<file path="src/rtl/tdma_rx_parser.sv">
// Queues RX frame buffer addresses, fetches each frame's 16-byte TDMA payload over
// the IPIC single-read port and hands decoded PING / ACK_PING events to the control block.
module tdma_rx_parser #(
    parameter int          ADDR_WIDTH     = 32,
    parameter int          DATA_WIDTH     = 32,
    parameter int          FIFO_DEPTH     = 4,
    parameter int unsigned PAYLOAD_OFFSET = 32'h20,
    parameter int          TIMEOUT_CYCLES = 1024
) (
    input  logic                  clk,
    input  logic                  reset,
    input  logic                  rx_addr_valid,
    input  logic [ADDR_WIDTH-1:0] rx_addr,
    input  logic                  consumer_idle,
    output logic                  ipic_start,
    output logic [2:0]            ipic_type,
    output logic [ADDR_WIDTH-1:0] read_addr,
    input  logic                  ipic_ack,
    input  logic                  ipic_done,
    input  logic [DATA_WIDTH-1:0] single_read_data,
    output logic                  recv_ping,
    output logic                  recv_ack_ping,
    output logic [31:0]           recv_seq,
    output logic [31:0]           recv_sec,
    output logic [31:0]           recv_counter2,
    output logic [15:0]           drop_cnt,
    output logic [15:0]           ovf_cnt,
    output logic [15:0]           timeout_cnt
);

    localparam int                 PTR_W      = $clog2(FIFO_DEPTH);
    localparam int                 TIMER_W    = $clog2(TIMEOUT_CYCLES);
    localparam logic [TIMER_W-1:0] TIMER_LAST = TIMER_W'(TIMEOUT_CYCLES - 1);
    localparam logic [PTR_W:0]     FIFO_CAP   = (PTR_W + 1)'(FIFO_DEPTH);

    typedef enum logic [2:0] {
        IDLE,
        ISSUE,
        WAIT_ACK,
        WAIT_DONE,
        CHECK,
        DELIVER
    } state_t;

    state_t state, state_next;

    logic [ADDR_WIDTH-1:0] fifo_mem [FIFO_DEPTH];
    logic [PTR_W:0]        wr_ptr, rd_ptr;
    logic                  fifo_empty, fifo_full, pop, push;

    logic [ADDR_WIDTH-1:0] base;
    logic [1:0]            idx;
    logic [TIMER_W-1:0]    timer;
    logic [5:0]            flag;
    logic                  flag_ok;
    logic [DATA_WIDTH-1:0] seq_w, sec_w, cnt_w;
    logic                  pend_ping, pend_ack;

    function automatic logic [15:0] sat_inc(input logic [15:0] v);
        return (v == 16'hFFFF) ? v : v + 16'd1;
    endfunction

    assign fifo_empty = (wr_ptr == rd_ptr);
    assign fifo_full  = ((wr_ptr - rd_ptr) == FIFO_CAP);
    assign pop        = (state == IDLE) && !fifo_empty;
    // A full queue still takes the new address when the head leaves in the same cycle.
    assign push       = rx_addr_valid && (!fifo_full || pop);
    assign flag_ok    = (flag == 6'd1) || (flag == 6'd2);
    assign ipic_type  = 3'd2;

    always_ff @(posedge clk) begin
        if (push) begin
            fifo_mem[wr_ptr[PTR_W-1:0]] <= rx_addr;
        end
    end

    always_ff @(posedge clk) begin
        if (reset) begin
            state <= IDLE;
        end else begin
            state <= state_next;
        end
    end

    always_comb begin
        state_next = state;
        case (state)
            IDLE:      if (!fifo_empty) state_next = ISSUE;
            ISSUE:     state_next = WAIT_ACK;
            WAIT_ACK:  if (ipic_ack) state_next = WAIT_DONE;
            WAIT_DONE: begin
                if (ipic_done) begin
                    if (idx == 2'd0)      state_next = CHECK;
                    else if (idx != 2'd3) state_next = ISSUE;
                    else                  state_next = DELIVER;
                end else if (timer == TIMER_LAST) begin
                    state_next = IDLE;
                end
            end
            CHECK:     state_next = flag_ok ? ISSUE : IDLE;
            DELIVER:   if (consumer_idle) state_next = IDLE;
            default:   state_next = IDLE;
        endcase
    end

    always_ff @(posedge clk) begin
        if (reset) begin
            wr_ptr        <= '0;
            rd_ptr        <= '0;
            base          <= '0;
            idx           <= '0;
            timer         <= '0;
            flag          <= '0;
            seq_w         <= '0;
            sec_w         <= '0;
            cnt_w         <= '0;
            pend_ping     <= 1'b0;
            pend_ack      <= 1'b0;
            ipic_start    <= 1'b0;
            read_addr     <= '0;
            recv_ping     <= 1'b0;
            recv_ack_ping <= 1'b0;
            recv_seq      <= '0;
            recv_sec      <= '0;
            recv_counter2 <= '0;
            drop_cnt      <= '0;
            ovf_cnt       <= '0;
            timeout_cnt   <= '0;
        end else begin
            if (push) wr_ptr <= wr_ptr + 1'b1;
            if (pop)  rd_ptr <= rd_ptr + 1'b1;
            if (rx_addr_valid && !push) ovf_cnt <= sat_inc(ovf_cnt);

            // Pulses trail the data registers by one cycle so data is settled first.
            recv_ping     <= pend_ping;
            recv_ack_ping <= pend_ack;
            pend_ping     <= 1'b0;
            pend_ack      <= 1'b0;

            case (state)
                IDLE: begin
                    if (!fifo_empty) begin
                        base <= fifo_mem[rd_ptr[PTR_W-1:0]];
                        idx  <= 2'd0;
                    end
                end
                ISSUE: begin
                    ipic_start <= 1'b1;
                    read_addr  <= base + ADDR_WIDTH'(PAYLOAD_OFFSET) + ADDR_WIDTH'({idx, 2'b00});
                end
                WAIT_ACK: begin
                    if (ipic_ack) begin
                        ipic_start <= 1'b0;
                        timer      <= '0;
                    end
                end
                WAIT_DONE: begin
                    if (ipic_done) begin
                        case (idx)
                            2'd0:    flag  <= single_read_data[5:0];
                            2'd1:    seq_w <= single_read_data;
                            2'd2:    sec_w <= single_read_data;
                            default: cnt_w <= single_read_data;
                        endcase
                        if (idx != 2'd0 && idx != 2'd3) idx <= idx + 2'd1;
                    end else if (timer == TIMER_LAST) begin
                        timeout_cnt <= sat_inc(timeout_cnt);
                    end else begin
                        timer <= timer + 1'b1;
                    end
                end
                CHECK: begin
                    if (flag_ok) idx <= 2'd1;
                    else         drop_cnt <= sat_inc(drop_cnt);
                end
                DELIVER: begin
                    if (consumer_idle) begin
                        recv_seq      <= 32'(seq_w);
                        recv_sec      <= 32'(sec_w);
                        recv_counter2 <= 32'(cnt_w);
                        pend_ping     <= (flag == 6'd1);
                        pend_ack      <= (flag == 6'd2);
                    end
                end
                default: ;
            endcase
        end
    end

endmodule

</file>
<file path="config.mk">
export PLATFORM = sky130hd
export DESIGN_NAME = tdma_rx_parser
export DESIGN_NICKNAME = d
export VERILOG_FILES = /design/src/rtl/tdma_rx_parser.sv
export SDC_FILE = /design/constraint.sdc
export NUM_CORES = 1
export LEC_CHECK = 0
export BUFFER_PORTS_ARGS = -buffer_cell sky130_fd_sc_hd__buf_2
export CAP_MARGIN = 20
export CELL_PAD_IN_SITES_DETAIL_PLACEMENT = 2
export CELL_PAD_IN_SITES_GLOBAL_PLACEMENT = 2
export CORE_MARGIN = 10
export CORE_UTILIZATION = 39
export DETAILED_ROUTE_END_ITERATION = 12
export PLACE_DENSITY_LB_ADDON = 0.08
export SETUP_SLACK_MARGIN = 0.5
export SYNTH_ARGS = -nofsm -noshare
export SYNTH_HDL_FRONTEND = slang
export SYNTH_SLANG_ARGS = --single-unit
</file>
<file path="constraint.sdc">
create_clock -name clk -period 5.9 [get_ports clk]
set_clock_uncertainty 0.05 [all_clocks]
set_input_delay 0 -clock clk [delete_from_list [all_inputs] [get_ports clk]]
set_output_delay 0 -clock clk [all_outputs]
set_load 0.05 [all_outputs]
</file>
==> flow_metrics.py <==
metrics = {
    "clocking": {
        "cts_tree": "built",
        "ctsResizeCount": 0,
        "clk_pin_slew_ps": 70,
        "cts_buffer_depth": 3,
        "cts_buffers": 51,
        "cts-root-buf": "clkbuf_16",
        "htree_levels": 2,
        "clock_sinks": 464,
        "clk-insertion-delay-late_ps": 610,
    },
    "cells_and_area": {
        "layout_common_cells": "nand2_1, dfxtp_1, a21oi_1",
        "instances_no_fill": 2787,
        "syn_to_final_growth_pct": 23.8,
        "drive_above_1_share_pct": 18.8,
        "fin_nets": 2232,
        "final_common_cell": "nand2_1",
        "stdcell_area_mm2": 0.0224,
        "final_util_pct": 49.1,
    },
    "setup_path": {
        "start_kind": "register",
        "worstPathRequired_ps": 6390,
        "reg2reg_depth": 7,
        "crit_arrival_ps": 3860,
        "r2r_setup_slack_ps": 2520,
        "r2r_end": "sec_w[17]",
        "cp-end-kind": "register",
        "r2r_start": "state[0]",
        "crit_fanout": 32,
        "crit_type": "reg -> reg",
    },
    "pwr": {
        "clockPowerShare_pct": 38.6,
        "sw_frac_of_total_pct": 31.0,
        "power_w": 0.00882,
        "p_int_w": 0.00609,
        "power_frac_comb_pct": 18.5,
        "p_seq_share_pct": 42.9,
        "p_sw_w": 0.00273,
        "cellLeakagePower_nw": 8.02,
        "p_per_area_mw_per_mm2": 394,
        "ir_worst_vdd_mv": 0.276,
    },
    "global_route": {
        "antenna_found_initial": 1,
        "grt_max_degree": 102,
        "grt_pass1_vias": 16400,
        "grt_pass1_wl_um": 98700,
        "overflow": 0,
        "grt_use_total_pct": 22.2,
    },
    "die": {
        "core_area_mm2": 0.0457,
        "die_area_mm2": 0.0554,
        "io_pins": 252,
        "die_w_um": 235,
        "core.rowCount": 78,
        "die_h_um": 235,
        "start_util_pct": 39.6,
    },
    "drt": {
        "vias": 15000,
        "antenna_left": 0,
        "drc": 0,
        "drt_iter0_drc": 817,
        "wire_per_inst_um": 22.7,
        "wirelength_um": 63400,
        "dr.pass1.iters": 4,
        "via_per_inst": 5.37,
    },
    "sta": {
        "slew_viol_final": 0,
        "slew_headroom_pct": 28.1,
        "worst_slew_pin_slew_ps": 1080,
        "rsz0062_at_grt": "false",
        "fin_setup_tns_ps": 0,
        "fin_crit_ps": 3380,
        "fin_crit_sh_pct": 57.2,
        "finalHoldViolations": 0,
        "fmax_mhz": 296,
        "setup_viol": 0,
    },
    "yosys": {
        "synth_cell_type_count": 64,
        "syn_avg_cell_area_um2": 9.68,
        "syn_area_mm2": 0.0181,
        "yosysWarnings": 0,
        "synth_ff_type": "dfxtp_1",
        "ys_seq_elements": 464,
        "synth_edf_count": 128,
        "async_flop_share_pct": 0,
        "yosysSeqAreaShare_pct": 58.4,
        "syn_inst": 1870,
    },
    "placed_design": {
        "dp.cells": 2618,
        "hpwl_um": 40100,
        "gp_congestion": 0.771,
        "portBuffers": 248,
        "dpl_cell_area_mm2": 0.0198,
    },
    "hold_path": {
        "min_path_cells": 2,
        "hold_class": "in -> reg",
        "min_to": "fifo_mem[1][9]",
        "hp-start": "rx_addr[9]",
    },
    "outcome": {
        "outcome": "completed",
    },
    "run": {
        "maxCapViolCount": 0,
    },
}
==> power groups by stage <==
stage,Combinational [W],Sequential (W),Clock [W]
2_1_floorplan,0.000868,0.00399,0
6_report,0.00163,0.00378,0.00341
3_3_place_gp,0.00149,0.00381,0
4_1_cts,0.00165,0.00378,0.00347
5_1_grt,0.00178,0.00382,0.00360
3_5_place_dp,0.00157,0.00384,0
==> worst max-delay path, cell delays in order, from the launching register on <==
cell           delay [ps]
dfxtp_1               810
nand3b_1              320
nor2_1                630
and2_1                230
buf_4                 420
nand2_1               130
a21oi_1               160
dlygate4sd3_1         560
==> final cells by class <==
class / count / area [um2]
Multi-Input combinational cell: 1257 / 6970
Fill cell: 4761 / 23300
Tap cell: 600 / 751
Antenna cell: 1 / 2.50
Sequential cell: 464 / 10600
Clock buffer: 78 / 1590
Clock inverter: 17 / 234
Timing Repair Buffer: 344 / 2180
Inverter: 26 / 97.6
==> Yosys cell counts (4+ instances only) <==
master | n | area, um2
mux2_1 | 6 | 67.6
dfxtp_1 | 336 | 6730
and2_1 | 8 | 50.1
a21o_1 | 4 | 30.0
or4_1 | 15 | 113
nor4_1 | 23 | 144
mux4_2 | 32 | 721
clkbuf_1 | 104 | 390
or2_2 | 5 | 31.3
or3_1 | 8 | 50.1
nand2b_1 | 5 | 31.3
ha_1 | 17 | 213
nor2b_1 | 13 | 81.3
o31ai_1 | 11 | 82.6
xnor2_1 | 46 | 403
inv_1 | 26 | 97.6
a21oi_1 | 282 | 1410
a211oi_1 | 12 | 90.1
nand4_1 | 17 | 106
o21ai_0 | 36 | 180
xor2_1 | 5 | 43.8
buf_2 | 4 | 20.0
nand3_1 | 37 | 185
nand2_1 | 515 | 1930
buf_1 | 11 | 41.3
edfxtp_1 | 128 | 3840
and3_1 | 9 | 56.3
and4_1 | 8 | 70.1
mux2i_1 | 5 | 50.1
nor3_1 | 23 | 115
nor2_1 | 69 | 259
==> routing by layer <==
layer | share of wire, % | track usage [%] | vias up | wire [um]
met5 | 0 | 0 | - | 0
met4 | 2.8 | 7.82 | 0 | 1750
met3 | 3.3 | 3.28 | 98 | 2080
met1 | 43 | 26.7 | 7588 | 27000
li1 | - | - | 6989 | -
met2 | 51 | 39.4 | 284 | 32500
==> state kept, by name, indices dropped and copies added, names as in the netlist, 6 cells and up <==
signal and count:
base 32, ovf_cnt 16, recv_sec 32, timeout_cnt 16, recv_counter2 32, drop_cnt 16, fifo_mem 128, flag 6
seq_w 32, recv_seq 32, cnt_w 32, timer 10, sec_w 32, read_addr 32
==> cell families after synthesis <==
group / after synthesis / share of synthesized area, %
other cells: 2 / 0.0415
compound gates: 369 / 11.2
xor+xnor: 51 / 2.47
fa+ha+maj: 18 / 1.29
mux: 46 / 4.82
buf+inv: 150 / 3.21
flops: 464 / 58.4
simple gates: 770 / 18.6
==> worst max path at each step <==
| stage | cells after the start | endpoint | from |
|---|---|---|---|
| 6_report | 7 | sec_w[17] | state[0] |
| 4_1_cts | 7 | sec_w[17] | state[0] |
| 5_1_grt | 7 | sec_w[17] | state[0] |
| 3_5_place_dp | 8 | fifo_mem[1][8] | rd_ptr[1] |
| 3_3_place_gp | 7 | wr_ptr[2] | rd_ptr[1] |
| 2_1_floorplan | 9 | wr_ptr[2] | rd_ptr[1] |
==> repair_timing <==
action                                 CTS  global route
hold buffers                            72             0
endpoints found under the hold margin  291             0
setup buffers                            0             0
==> metrics by stage <==
step	setup WS, ps	hold slack (ps)
after floorplan	2280	48.9
after global placement	2760	164
after detailed placement	2760	166
after CTS	2610	51.1
after global routing	2240	126
final	2520	119
Power figures use the tool's default switching activity.
